<file path="src/rtl/digit_serial_adder.sv">
// Digit-serial add/subtract unit: WIDTH-bit operands, DIGIT bits per clock through a ripple chain.
// Optional signed-overflow output enabled by defining DSA_OVF_EN.
module digit_serial_adder #(
    parameter int WIDTH = 16,
    parameter int DIGIT = 4
) (
    input  logic             clk,
    input  logic             rst_n,
    input  logic             start,
    input  logic             sub,
    input  logic [WIDTH-1:0] a,
    input  logic [WIDTH-1:0] b,
    input  logic             cin,
    output logic             busy,
    output logic             done,
    output logic [WIDTH-1:0] s,
    output logic             cout
`ifdef DSA_OVF_EN
    ,
    output logic             ovf
`endif
);

    localparam int NDIG = WIDTH / DIGIT;
    localparam int CW   = (NDIG > 1) ? $clog2(NDIG) : 1;
    localparam logic [CW-1:0] LAST = CW'(NDIG - 1);

    typedef enum logic {IDLE, RUN} state_t;

    state_t           state_q, state_d;
    logic [WIDTH-1:0] a_q, a_d;
    logic [WIDTH-1:0] b_q, b_d;
    logic [WIDTH-1:0] part_q, part_d;
    logic [WIDTH-1:0] s_q, s_d;
    logic [CW-1:0]    cnt_q, cnt_d;
    logic             carry_q, carry_d;
    logic             cout_q, cout_d;
    logic             done_q, done_d;
`ifdef DSA_OVF_EN
    logic             ovf_q, ovf_d;
`endif

    logic [DIGIT-1:0]       sum_dig;
    logic [DIGIT:0]         c;
    logic [WIDTH+DIGIT-1:0] part_wide;
    logic [WIDTH-1:0]       part_next;

    // Team full-adder cell: returns {carry_out, sum}.
    function automatic logic [1:0] full_add(input logic x, input logic y, input logic ci);
        return {(x & y) | (ci & (x ^ y)), x ^ y ^ ci};
    endfunction

    always_comb begin
        c[0] = carry_q;
        for (int i = 0; i < DIGIT; i++) begin
            {c[i+1], sum_dig[i]} = full_add(a_q[i], b_q[i], c[i]);
        end
        // Sum digits enter at the MSB end so the first (least significant) digit ends up lowest.
        part_wide = {sum_dig, part_q};
        part_next = part_wide[WIDTH+DIGIT-1:DIGIT];
    end

    always_comb begin
        // NOTE: every _d gets a default hold value first, so no path through this block infers a latch.
        state_d = state_q;
        a_d     = a_q;
        b_d     = b_q;
        part_d  = part_q;
        s_d     = s_q;
        cnt_d   = cnt_q;
        carry_d = carry_q;
        cout_d  = cout_q;
        done_d  = 1'b0;
`ifdef DSA_OVF_EN
        ovf_d   = ovf_q;
`endif
        case (state_q)
            IDLE: begin
                if (start) begin
                    a_d     = a;
                    b_d     = sub ? ~b : b;
                    carry_d = sub ? 1'b1 : cin;
                    cnt_d   = '0;
                    state_d = RUN;
                end
            end
            RUN: begin
                a_d     = a_q >> DIGIT;
                b_d     = b_q >> DIGIT;
                carry_d = c[DIGIT];
                part_d  = part_next;
                cnt_d   = cnt_q + CW'(1);
                if (cnt_q == LAST) begin
                    s_d     = part_next;
                    cout_d  = c[DIGIT];
                    done_d  = 1'b1;
                    cnt_d   = '0;
                    state_d = IDLE;
`ifdef DSA_OVF_EN
                    ovf_d   = c[DIGIT-1] ^ c[DIGIT];
`endif
                end
            end
            default: state_d = IDLE;
        endcase
    end

    // NOTE: state is updated with non-blocking assignments so every flop samples pre-edge values.
    always_ff @(posedge clk or negedge rst_n) begin
        if (!rst_n) begin
            state_q <= IDLE;
            a_q     <= '0;
            b_q     <= '0;
            part_q  <= '0;
            s_q     <= '0;
            cnt_q   <= '0;
            carry_q <= 1'b0;
            cout_q  <= 1'b0;
            done_q  <= 1'b0;
`ifdef DSA_OVF_EN
            ovf_q   <= 1'b0;
`endif
        end else begin
            state_q <= state_d;
            a_q     <= a_d;
            b_q     <= b_d;
            part_q  <= part_d;
            s_q     <= s_d;
            cnt_q   <= cnt_d;
            carry_q <= carry_d;
            cout_q  <= cout_d;
            done_q  <= done_d;
`ifdef DSA_OVF_EN
            ovf_q   <= ovf_d;
`endif
        end
    end

    assign busy = (state_q == RUN);
    assign done = done_q;
    assign s    = s_q;
    assign cout = cout_q;
`ifdef DSA_OVF_EN
    assign ovf  = ovf_q;
`endif

endmodule

</file>
<file path="config.mk">
export PLATFORM = sky130hd
export DESIGN_NAME = digit_serial_adder
export DESIGN_NICKNAME = d
export VERILOG_FILES = /design/src/rtl/digit_serial_adder.sv
export SDC_FILE = /design/constraint.sdc
export NUM_CORES = 1
export LEC_CHECK = 0
export ABC_AREA = 1
export CORE_MARGIN = 2
export CORE_UTILIZATION = 52
export CTS_BUF_LIST = sky130_fd_sc_hd__clkbuf_4 sky130_fd_sc_hd__clkbuf_8 sky130_fd_sc_hd__clkbuf_16
export CTS_CLUSTER_DIAMETER = 40
export CTS_CLUSTER_SIZE = 24
export DETAILED_ROUTE_END_ITERATION = 10
export PLACE_DENSITY_LB_ADDON = 0.2
export SYNTH_ARGS = -nofsm -noshare
export SYNTH_HDL_FRONTEND = slang
export SYNTH_SLANG_ARGS = --single-unit
</file>
<file path="constraint.sdc">
create_clock -name clk -period 2.6 [get_ports clk]
set_clock_uncertainty 0.1 [all_clocks]
set_input_delay 0.39 -clock clk [delete_from_list [all_inputs] [get_ports clk]]
set_output_delay 0.39 -clock clk [all_outputs]
set_load 0.03 [all_outputs]
</file>
==> flow_summary.yaml <==
run_status:
  status: "finished, final reports clean"
min_path:
  worstHoldPathType: "reg2reg"
worst_setup_path:
  worst_path_dominant_cell_family: "adder cells"
  cp_slowest_cell: "fa_1"
  crit_end: "s[15]"
  end_kind: "flop"
  rr_worst_depth: 8
  crit-reg2reg-capture: "s[15]"
  cp_common_cell: "fa_1"
  r2r_slack_ps: 270
  worstPathBufferInverterCount: 3
  startpoint: "a_q[0]"
  worstPathMaxFanout: 2
  crit_cells: 8
  rr_startpoint: "a_q[0]"
  crit_arrival_ps: 2490
  cp_cell_sequence: "fa_1 -> inv_1 -> fa_1 -> inv_1 -> fa_1 -> inv_1 -> fa_1 -> o21ai_0"
  cp.required_ps: 2760
  worstSetupPathType: "reg2reg"
  max_stage_delay_ps: 430
  critPathLaunchType: "flop"
timing:
  setup_violations: 0
  final_max_slew_viol_count: 0
  hold_violations: 0
  period_share_pct: 89.6
  maxSlewHeadroom_pct: 60.9
  rsz0062_at_grt: "false"
  worst_pin_slew_ps: 585
  min_period_ps: 2330
  fin_setup_tns_ps: 0
  fmax_mhz: 429
clocking:
  cts_sinks: 66
  cts_resized: 0
  clk_latency_ps: 340
  cts_tree: "built"
  numCtsBuffers: 9
  cts-htree-levels: 3
  path_clk_slew_ps: 80
  root_buffer: "clkbuf_8"
  clockBufferDepth: 2
power:
  p_leak_nw: 2.00
  peakVddDrop_uv: 465
  p_per_area_mw_per_mm2: 1040
die:
  die_h_um: 79.5
  core.rowCount: 27
  die_w_um: 79.5
  coreArea_mm2: 0.00551
  fp.dieArea_mm2: 0.00632
  initial_core_util_pct: 53.9
  pin_count: 56
grt:
  grt-ovfl-total: 0
  grt_usage_pct: 21.5
  antenna_found_initial: 0
  grt_max_degree: 37
  grt_pass1_vias: 2277
  grt_pass1_wl_um: 10400
placement:
  gp_congestion: 0.818
  dp_hpwl_um: 4050
  dp_cells: 484
  io_buffer_count: 55
route:
  dr_total_vias: 2397
  drt_iter0_markers: 149
  totalWireLength_um: 6010
  first_pass_iters: 4
  vias_per_cell: 4.78
  antenna_left: 0
  wire_per_inst_um: 12.0
  drc: 0
synthesis:
  ys_ff_latch: 66
  synthesis.nets: 408
  yosys_warnings: 0
  syn_area_mm2: 0.00297
  yosysSeqAreaShare_pct: 55.7
  syn_area_per_cell_um2: 8.10
  synthCells: 366
  synth_cell_types: 15
flow_run:
  drv_cap: 0
layout:
  final_layout_size_suffix_gt1_share_pct: 6.53
  area_growth_pct: 27.7
  antenna_cells: 0
  mostFrequentLayoutCells: "157 x nand2_1, 66 x dfrtp_1, 53 x clkdlybuf4s50_1"
  final_common_cell: "nand2_1"
  nets: 466
  layoutNonFillerInstCount: 501
-- cell usage after synthesis --
master,n,area share (%)
a21oi_1,12,2.0
buf_2,12,2.0
buf_4,2,0.51
clkbuf_1,3,0.38
clkinv_1,1,0.13
dfrtp_1,66,56
fa_1,4,2.7
ha_1,1,0.42
inv_1,49,6.2
nand2_1,157,20
nand3_1,29,4.9
nor2_1,1,0.13
nor2_2,2,0.42
o21ai_0,26,4.4
or2_1,1,0.21
-- tightest hold or removal path: cells and delay by family (launching register included) --
kind / cells / cell delay, ps
flip-flops: 1 / 340
AND/OR/NAND/NOR: 1 / 50
AO/OA/AOI/OAI: 1 / 60
-- registers in the layout, indices dropped and copies added (netlist names) --
register,flops
cout,1
s,16
busy,1
cnt_q,2
carry_q,1
b_q,16
a_q,16
part_q,12
done,1
-- final cells by class --
cell class	instances	area (um2)
Sequential cell	66	1650
Clock inverter	6	66.3
Inverter	50	188
Tap cell	72	90.1
Timing Repair Buffer	64	613
Multi-Input combinational cell	233	1040
Fill cell	440	1720
Clock buffer	10	138
-- repair_timing --
action                                  CTS  global route
buffers inserted                          0             0
hold buffers                              1             0
endpoints found under the setup margin    0             0
endpoints found under the hold margin    24             0
-- kinds of logic (layout without fill, tap and decap cells) --
| family | Yosys count | count (layout) | synth area share [%] |
|---|---|---|---|
| compound gates | 38 | 38 | 6.41 |
| flops | 66 | 66 | 55.7 |
| fa+ha+maj | 5 | 5 | 3.12 |
| buf+inv | 67 | 130 | 9.24 |
| simple gates | 190 | 190 | 25.5 |
-- how the worst min path moves through the flow --
stage | endpoint | start | cells past startpoint
5_1_grt | cnt_q[1] | cnt_q[1] | 2
4_1_cts | b_q[10] | b_q[10] | 2
3_3_place_gp | s[1] | rst_n | 1
3_5_place_dp | part_q[5] | rst_n | 1
6_report | part_q[7] | part_q[11] | 2
2_1_floorplan | a_q[0] | rst_n | 0
-- power by group --
| group | switching (mW) | internal [mW] | leakage (nW) | total (mW) |
|---|---|---|---|---|
| Sequential | 0.228 | 1.42 | 0.860 | 1.64 |
| Combinational | 0.871 | 0.560 | 1.05 | 1.43 |
| Clock | 0.406 | 0.468 | 0.0945 | 0.874 |
| Total | 1.50 | 2.44 | 2.00 | 3.95 |
-- per-stage QoR --
| step | hold slack, ps | area (um2) | util [%] | setup WS (ps) | total power [mW] |
|---|---|---|---|---|---|
| after floorplan | -5.59 | 2970 | - | 421 | 2.56 |
| after global placement | 311 | 3570 | 64.9 | 372 | 3.04 |
| after detailed placement | 312 | 3570 | 64.9 | 266 | 3.09 |
| after CTS | 382 | 3790 | 68.8 | 255 | 3.98 |
| after global routing | 398 | 3790 | 68.8 | 147 | 4.26 |
| final | 376 | 3790 | 68.8 | 269 | 3.95 |
-- routing by layer --
layer / up-vias / share of wire [%] / track usage [%]
met3: 9 / 4.6 / 5.43
met5: - / 0 / 0
met4: 0 / 1.7 / 10.2
met2: 65 / 48 / 34.2
li1: 1227 / - / -
met1: 1096 / 46 / 27.7
(Power assumes the default switching activity.)
